File: src/rtl/vdma_rd_pkg.sv
// ============================================================================
// Module      : vdma_rd_pkg
// Description : Shared state encoding and frame-counter width for the VDMA
//               read-side burst controller.
// Revision    : 1.0 - initial release
// ============================================================================
`default_nettype none

package vdma_rd_pkg;

    localparam int FRAME_W = 24;
    localparam int ST_W    = 3;

    typedef logic [ST_W-1:0] state_t;

    localparam state_t ST_IDLE        = 3'd0;
    localparam state_t ST_REQ         = 3'd1;
    localparam state_t ST_WAIT_DONE   = 3'd2;
    localparam state_t ST_FSH         = 3'd3;
    localparam state_t ST_FRAME_END   = 3'd4;
    localparam state_t ST_TIME_ERR    = 3'd5;
    localparam state_t ST_RESET_CHAIN = 3'd6;

endpackage

`default_nettype wire

File: src/rtl/rd_fifo_status_ctrl.sv
// ============================================================================
// Module      : rd_fifo_status_ctrl
// Description : Launches AXI read bursts into a FIFO based on its fill level,
//               tracks frame progress and recovers from stalled requests.
// Revision    : 1.0 - initial release
// ============================================================================
`default_nettype none

module rd_fifo_status_ctrl
    import vdma_rd_pkg::*;
#(
    parameter int          THRESHOLD = 400,
    parameter int          BURST_LEN = 100,
    parameter int          LSIZE     = 9,
    parameter int          DEPTH     = 1024,
    parameter logic [23:0] TIMEOUT   = 24'hFFF000
) (
    input  logic               clock,
    input  logic               rst,
    input  logic               enable,
    input  logic               frame_start,
    input  logic [FRAME_W-1:0] frame_len,
    input  logic [9:0]         count,
    input  logic               fifo_empty,
    output logic               burst_req,
    output logic [LSIZE-1:0]   req_len,
    input  logic               resp,
    input  logic               done,
    output logic               burst_done,
    output logic               frame_done,
    output logic               rst_chain,
    output logic               busy
);

    state_t             state_q, state_d;
    logic [FRAME_W-1:0] rem_q, rem_d;
    logic [LSIZE-1:0]   req_len_q, req_len_d;
    logic [23:0]        tmo_q, tmo_d;
    logic               burst_req_q, burst_req_d;
    logic               burst_done_q, burst_done_d;
    logic               frame_done_q, frame_done_d;
    logic               rst_chain_q, rst_chain_d;

    logic [FRAME_W-1:0] w_rem_min;
    logic [LSIZE-1:0]   w_next_len;
    logic [31:0]        w_space;
    logic               w_launch;
    logic [23:0]        w_tmo_inc;
    logic               w_tmo_hit;

    assign w_rem_min  = (rem_q < FRAME_W'(BURST_LEN)) ? rem_q : FRAME_W'(BURST_LEN);
    assign w_next_len = LSIZE'(w_rem_min);
    assign w_space    = 32'(DEPTH) - 32'(count);
    assign w_launch   = enable && (rem_q != '0)
                        && (32'(count) <= 32'(THRESHOLD))
                        && (w_space >= 32'(w_next_len));

    // The stall counter saturates so a huge TIMEOUT can never wrap back to zero.
    assign w_tmo_inc  = (tmo_q == 24'hFFFFFF) ? tmo_q : tmo_q + 24'd1;
    assign w_tmo_hit  = (w_tmo_inc >= TIMEOUT);

    // State register and registered outputs
    always_ff @(posedge clock) begin
        if (rst) begin
            state_q      <= ST_IDLE;
            rem_q        <= '0;
            req_len_q    <= '0;
            tmo_q        <= '0;
            burst_req_q  <= 1'b0;
            burst_done_q <= 1'b0;
            frame_done_q <= 1'b0;
            rst_chain_q  <= 1'b0;
        end else begin
            state_q      <= state_d;
            rem_q        <= rem_d;
            req_len_q    <= req_len_d;
            tmo_q        <= tmo_d;
            burst_req_q  <= burst_req_d;
            burst_done_q <= burst_done_d;
            frame_done_q <= frame_done_d;
            rst_chain_q  <= rst_chain_d;
        end
    end

    // Next-state logic; the stall timeout outranks resp and done.
    always_comb begin
        state_d = state_q;
        case (state_q)
            ST_IDLE: begin
                if (w_launch) state_d = ST_REQ;
            end
            ST_REQ: begin
                if (w_tmo_hit)  state_d = ST_TIME_ERR;
                else if (resp)  state_d = ST_WAIT_DONE;
            end
            ST_WAIT_DONE: begin
                if (w_tmo_hit)  state_d = ST_TIME_ERR;
                else if (done)  state_d = ST_FSH;
            end
            ST_FSH: begin
                state_d = (rem_q == '0) ? ST_FRAME_END : ST_IDLE;
            end
            ST_FRAME_END:   state_d = ST_IDLE;
            ST_TIME_ERR:    state_d = ST_RESET_CHAIN;
            ST_RESET_CHAIN: begin
                if (fifo_empty) state_d = ST_IDLE;
            end
            default:        state_d = ST_IDLE;
        endcase
    end

    // Output and datapath next values
    always_comb begin
        burst_req_d  = (state_d == ST_REQ);
        burst_done_d = (state_d == ST_FSH);
        frame_done_d = (state_d == ST_FRAME_END);
        rst_chain_d  = (state_d == ST_TIME_ERR);

        req_len_d = req_len_q;
        if ((state_q == ST_IDLE) && (state_d == ST_REQ)) req_len_d = w_next_len;

        tmo_d = tmo_q;
        if (state_q == ST_IDLE) begin
            tmo_d = '0;
        end else if ((state_q == ST_REQ) || (state_q == ST_WAIT_DONE)) begin
            tmo_d = w_tmo_inc;
        end

        // A new frame load wins over the accepted-request decrement.
        rem_d = rem_q;
        if (frame_start) begin
            rem_d = frame_len;
        end else if (state_q == ST_TIME_ERR) begin
            rem_d = '0;
        end else if ((state_q == ST_REQ) && (state_d == ST_WAIT_DONE)) begin
            rem_d = (rem_q >= FRAME_W'(req_len_q)) ? rem_q - FRAME_W'(req_len_q) : '0;
        end
    end

    assign burst_req  = burst_req_q;
    assign req_len    = req_len_q;
    assign burst_done = burst_done_q;
    assign frame_done = frame_done_q;
    assign rst_chain  = rst_chain_q;
    assign busy       = (state_q != ST_IDLE);

endmodule

`default_nettype wire

File: config.mk
export PLATFORM = sky130hd
export DESIGN_NAME = rd_fifo_status_ctrl
export DESIGN_NICKNAME = d
export VERILOG_FILES = /design/src/rtl/vdma_rd_pkg.sv /design/src/rtl/rd_fifo_status_ctrl.sv
export SDC_FILE = /design/constraint.sdc
export NUM_CORES = 1
export LEC_CHECK = 0
export BUFFER_PORTS_ARGS = -buffer_cell sky130_fd_sc_hd__buf_4
export CELL_PAD_IN_SITES_DETAIL_PLACEMENT = 0
export CELL_PAD_IN_SITES_GLOBAL_PLACEMENT = 1
export CORE_AREA = 5 5 97 167
export CTS_CLUSTER_SIZE = 24
export DETAILED_ROUTE_END_ITERATION = 8
export DIE_AREA = 0 0 102 172
export PLACE_DENSITY = 0.66
export SETUP_SLACK_MARGIN = 0.2
export SLEW_MARGIN = 15
export SYNTH_ARGS = -nofsm -noshare
export SYNTH_HDL_FRONTEND = slang
export SYNTH_SLANG_ARGS = --single-unit
File: constraint.sdc
create_clock -name clock -period 7.5 [get_ports clock]
set_input_delay 1.125 -clock clock [delete_from_list [all_inputs] [get_ports clock]]
set_output_delay 1.125 -clock clock [all_outputs]
set_load 0.005 [all_outputs]
; ---- Word-level counts from Yosys, hierarchy flattened
; Index checks and enable logic that the tools add are counted.
[word_totals]
elab_cells = 53
register_bits = 64
[op_classes]
addsub = 3
n_reduce_logical = 12
muxes = 14
n_eq_ne = 11
n_lt_le_gt_ge = 5
[op_table]
columns = op, count
row1 = 24-bit 2-to-1 mux, 5
row2 = 32-bit by 9-bit greater-or-equal comparator with 1-bit output, 1
row3 = "24-bit by 1-bit adder with 24-bit output, second input constant", 1
row4 = "24-bit equality test, second input constant", 1
row5 = "24-bit greater-or-equal comparator, second input constant", 1
row6 = 24-bit by 9-bit greater-or-equal comparator with 1-bit output, 1
row7 = 24-bit logical NOT, 1
row8 = "24-bit by 7-bit less-than comparator with 1-bit output, second input constant", 1
row9 = 24-bit nonzero test, 1
row10 = 24-bit by 9-bit subtractor with 24-bit output, 1
row11 = 3-bit 2-to-1 mux, 7
row12 = 3-bit case mux with 6 select lines, 1
row13 = "3-bit by 2-bit equality test with 1-bit output, second input constant", 4
row14 = "3-bit equality test, second input constant", 4
row15 = "11-bit by 10-bit subtractor with 12-bit output, first input constant", 1
row16 = "10-bit by 9-bit <= comparator with 1-bit output, second input constant", 1
row17 = 9-bit 2-to-1 mux, 1
row18 = "3-bit by 1-bit equality test with 1-bit output, second input constant", 2
row19 = 3-bit nonzero test, 2
row20 = 1-bit logical AND, 5
row21 = 3-bit logical NOT, 1
row22 = 2-bit OR reduction, 1
row23 = 1-bit logical OR, 1

; ---- Depth between registers and ports, before layout
[logic_depth]
depth_word = 11
ltp_mapped = 16

; ---- Least setup slack after synthesis
; OpenSTA, ideal clock, no wires.
[synth_timing]
path_type = in2reg
from = in count[2]
to = reg req_len_q[3] (netlist: req_len[3])
path_stages = 12
path_slack_ns = 3.739
n_path_buf = 1
setup_ns = 0.065
arrival_ns = 3.696
t_required_ns = 7.435
path_cell_list = nor3_1 > nand3_1 > nor3_1 > xnor2_1 > ha_1 > a21o_1 > a2111oi_0 > nand4b_1 > o21ai_1 > buf_2 > mux2_2 > nor2_1
[synth_between]
elab_chain_cells = 7
[synth_rtl]
columns = item, line
row1 = start: declaration, rd_fifo_status_ctrl.sv:23  ; input logic [9:0] count,
row2 = 11-bit by 10-bit subtractor with 12-bit output / 10-bit by 9-bit <= comparator with 1-bit output (equally long branches), "rd_fifo_status_ctrl.sv:53, rd_fifo_status_ctrl.sv:55"
row3 = 32-bit by 9-bit greater-or-equal comparator with 1-bit output / 1-bit logical AND (equally long branches), "rd_fifo_status_ctrl.sv:56, rd_fifo_status_ctrl.sv:55"
row4 = 1-bit logical AND (*), rd_fifo_status_ctrl.sv:56  ; && (w_space >= 32'(w_next_len));
row5 = 3-bit 2-to-1 mux (*), rd_fifo_status_ctrl.sv:90  ; if (w_launch) state_d = ST_REQ;
row6 = 3-bit case mux with 6 select lines (*), rd_fifo_status_ctrl.sv:88  ; case (state_q)
row7 = 3-bit by 1-bit equality test with 1-bit output (*), rd_fifo_status_ctrl.sv:120  ; if ((state_q == ST_IDLE) && (state_d == ST_REQ)) req_len_d = w_next_len;
row8 = 1-bit logical AND (*), rd_fifo_status_ctrl.sv:120
row9 = end signal: assignment, rd_fifo_status_ctrl.sv:76  ; req_len_q <= req_len_d;
row10 = end: declaration, rd_fifo_status_ctrl.sv:37  ; logic [LSIZE-1:0] req_len_q, req_len_d;
; Mark *: on every way between the ends. The rest lies on a longest branch, timed or not.
; A chain may end at the register's enable or synchronous reset.

; ---- Final worst setup path
[layout_timing]
from = reg rem_q[9]
to = reg frame_done_q (netlist: frame_done)
[layout_between]
elab_chain_cells = 7
[layout_rtl]
columns = item, line
row1 = start: declaration, rd_fifo_status_ctrl.sv:36  ; logic [FRAME_W-1:0] rem_q, rem_d;
row2 = start signal: assignment, rd_fifo_status_ctrl.sv:75  ; rem_q <= rem_d;
row3 = 24-bit by 7-bit less-than comparator with 1-bit output, rd_fifo_status_ctrl.sv:51  ; assign w_rem_min = (rem_q < FRAME_W'(BURST_LEN)) ? rem_q : FRAME_W'(BURST_LEN);
row4 = 9-bit 2-to-1 mux, rd_fifo_status_ctrl.sv:51
row5 = named net w_rem_min[0], rd_fifo_status_ctrl.sv:44  ; logic [FRAME_W-1:0] w_rem_min;
row6 = 32-bit by 9-bit greater-or-equal comparator with 1-bit output, rd_fifo_status_ctrl.sv:56
row7 = 1-bit logical AND, rd_fifo_status_ctrl.sv:56
row8 = 3-bit 2-to-1 mux, rd_fifo_status_ctrl.sv:90
row9 = 3-bit case mux with 6 select lines, rd_fifo_status_ctrl.sv:88
row10 = 3-bit equality test, rd_fifo_status_ctrl.sv:116  ; frame_done_d = (state_d == ST_FRAME_END);
row11 = end signal: assignment, rd_fifo_status_ctrl.sv:80  ; frame_done_q <= frame_done_d;
row12 = end: declaration, rd_fifo_status_ctrl.sv:41  ; logic frame_done_q, frame_done_d;
; The timed path passes the listed nets, and every way through them passes these cells.

==> summary.md <==
| Metric | Value |
|---|---|
| Vias in the first global route | `a little over 4,000` |
| Worst skew pair latency | `330 ps` |
| Clock-pin slew on the worst setup and hold paths | `around 60 ps` |
| Post-CTS resize count | `0` |
| Final Setup Violations | `0` |
| Pins Over Slew Limit | `0` |
| Unrepaired setup endpoints after global routing | `no` |
| Post-CTS Hold Buffers | `0` |
| Drt drc | `0` |
| Post-CTS setup buffer count | `0` |
| Largest net degree at the start of global routing | `42` |
| Synth Flop Type | `dfxtp_1` |
| Mapped cell area | `approximately 4200 um2` |
| I/O pin total | `55` |
| Post-Route WL | `roughly 12 mm` |
| Fmax | `roughly 220 MHz` |
| TritonCTS Sinks | `64` |
| Worst Path Arrival | `~4800 ps` |
| Port bufs | `54` |
| Outcome | `finished, final reports clean` |
| Final hold vios | `0` |
| Nets@finish | `around 620` |
| Yosys warns | `0` |
| Leak pwr | `roughly 1.8 nW` |
| Register Area | `around 1300 um2` |
| Area of the multi-input gates | `between 2000 and 3000 um2` |
| Async set or reset register ratio after synthesis | `0%` |
| Max_slew headroom | `between 30% and 40%` |
| WL per Instance | `between 15 and 20 um` |
| Initial DRC count | `between 200 and 250` |
| CP endpoint kind | `flop` |
| FF+latch count, synth | `between 60 and 70` |
| Area growth syn-to-layout | `20.3%` |
| Root buffer cell | `clkbuf_16` |
| Max FO, Critical Path | `13` |
| Final period util | `roughly three fifths` |
| Starting Density | `about 28%` |
| RR Endpoint | `frame_done$_SDFF_PP0_` |
| Vias | `4,003` |
| Worst reg2reg path startpoint | `rem_q[9]$_SDFFE_PP0P_` |
| CP Capture Point | `frame_done$_SDFF_PP0_` |
| Row count | `59` |
| Hold path startpoint | `rem_q[0]$_SDFFE_PP0P_` |
| R2R depth | `14` |
| Seq/Total Area, Yosys | `30.8%` |
| Fillers | `between 1,500 and 2,000` |
| Reg2Reg Setup Slack | `around 2900 ps` |
| Total CTS buffers | `9` |
| Most common cell after layout, fill and taps aside | `dfxtp_1` |
| Antenna violations before repair | `0` |
| WP data required | `7730 ps` |
| Worst-Margin Slew | `between 900 and 1000 ps` |
| Maximum vdd drop | `between 100 and 150 uV` |
| Worst setup SP type | `flop` |
| Minimum clock period | `around 4600 ps` |
| Share of cells above drive strength 1 | `roughly 16%` |
| HPWL after DPL | `approximately 9.5 mm` |
| Number of diodes | `0` |
| Die ar. | `~18,000 um2` |
| Overall power | `1.01 mW` |
| Gpl congestion | `between 0.8 and 0.9` |
| Most frequent cells in the layout | `dfxtp_1 (64), nor2_1 (63), buf_4 (56)` |
| Kind of critical path | `flop to flop` |
| Worst Skew | `8.10 ps` |
| Syn Inst Count | `roughly 520` |
| Vias per Instance | `between 5 and 6` |
| Gr usage total | `between 10 and 15%` |
| First-pass GRT wire length | `around 20 mm` |
| Core Area | `roughly 15,000 um2` |
| Avg Synthesized Cell Area | `~8.1 um2` |
| Worst Hold Class | `flop to flop` |
| Number of enable flip-flop cells after synthesis | `0` |
| Final TNS setup | `0 ps` |
| Remaining global-route overflow | `0` |
| Routed Antenna Nets | `0` |
| Die width | `102 um` |
| Max Cap Violations | `0` |
| Die height | `approximately 170 um` |
| CTS tree | `built` |
| H-Tree Level Count | `3` |
| Power Density | `around 200 nW/um2` |
| DRT Pass-1 Iters | `7` |
| CTS Buffer Depth | `2` |
| Crit path launch | `rem_q[9]$_SDFFE_PP0P_` |
| Distinct cells, synth | `65` |
[per-layer routing]
metal  global-route usage [%]  up-vias  wire (um)
met5                        0        -          0
met4                     6.17        0        357
met3                     2.70       20        459
met2                     27.9       73       7020
met1                     15.0     1908       4560
li1                         -     2002          -
[cell usage after synthesis (5+ instances only)]
master	count	area share, %
dfxtp_1	64	31
nor2_1	63	5.7
nor3_1	52	6.2
nand2_1	33	3.0
xnor2_1	21	4.4
ha_1	20	6.0
inv_1	20	1.8
xor2_1	19	4.0
a21oi_1	15	1.8
clkbuf_1	15	1.4
nand3_1	15	1.8
nand4_1	14	2.1
o21ai_0	14	1.7
a211oi_1	13	2.3
or3_1	12	1.8
a222oi_1	10	2.4
a21o_1	8	1.4
a31oi_1	7	1.1
nor4_1	7	1.1
o211ai_1	7	1.3
buf_2	6	0.72
nand2b_1	5	0.75
o31ai_1	5	0.90
or4_1	5	0.90
[power by group]
part	switching (mW)	internal, mW
clock network	0.164	0.267
registers	0.0166	0.354
logic	0.116	0.0883
[sequential cells by signal, summed over array words and instances, names as in the netlist]
name,flops
rem_q,24
req_len,9
frame_done,1
tmo_q,24
burst_req,1
state_q,3
burst_done,1
rst_chain,1
[how the worst min path moves through the flow]
stage | endpoint | slack [ps] | cells after the start
after floorplan | rem_q[0]$_SDFFE_PP0P_ | 460 | 2
after global placement | tmo_q[6]$_SDFFE_PP0P_ | 490 | 2
after detailed placement | rem_q[0]$_SDFFE_PP0P_ | 500 | 2
after CTS | rem_q[0]$_SDFFE_PP0P_ | 510 | 2
after global routing | rem_q[0]$_SDFFE_PP0P_ | 530 | 2
final | rem_q[0]$_SDFFE_PP0P_ | 510 | 2
[kinds of logic (layout without fill, tap and decap cells)]
kind of cell / after synthesis / count (layout) / synth area share [%]
buffers and inverters: 43 / 92 / 4.50
multiplexers: 7 / 7 / 1.80
XOR/XNOR: 40 / 40 / 8.41
flip-flops: 64 / 64 / 30.8
AO/OA/AOI/OAI: 107 / 107 / 18.8
adder cells (fa/ha/maj): 21 / 21 / 6.49
other: 1 / 2 / 0.0900
AND/OR/NAND/NOR: 234 / 234 / 29.2
[per-stage QoR]
step	setup WS, ps	cells	hold WS [ps]	util (%)	cell area [um2]
after floorplan	3740	518	461	-	4170
after global placement	3050	734	495	32.0	4710
after detailed placement	2890	734	497	32.0	4710
after CTS	2890	750	505	34.1	5010
after global routing	2510	750	527	34.1	5010
final	2950	750	505	34.1	5010
[critical path, stage by stage (launching register included)]
cell,delay [ps]
dfxtp_1,350
nor3_1,400
nand4_1,330
or4_1,700
a31oi_1,350
and2_1,200
ha_1,220
nand2b_1,130
a21oi_1,140
nor2b_1,50
o21ai_0,140
a211oi_1,90
o21ai_1,790
o211a_4,300
nor4b_1,220
[final cells by class]
| cell class | instances | share of cell area (%) |
|---|---|---|
| Clock inverter | 6 | 1.35 |
| Multi-Input combinational cell | 411 | 53.9 |
| Inverter | 20 | 1.50 |
| Clock buffer | 10 | 4.77 |
| Timing Repair Buffer | 56 | 8.39 |
| Sequential cell | 64 | 25.6 |
| Tap cell | 183 | 4.57 |
No activity file was read; power rests on OpenSTA's default activity.
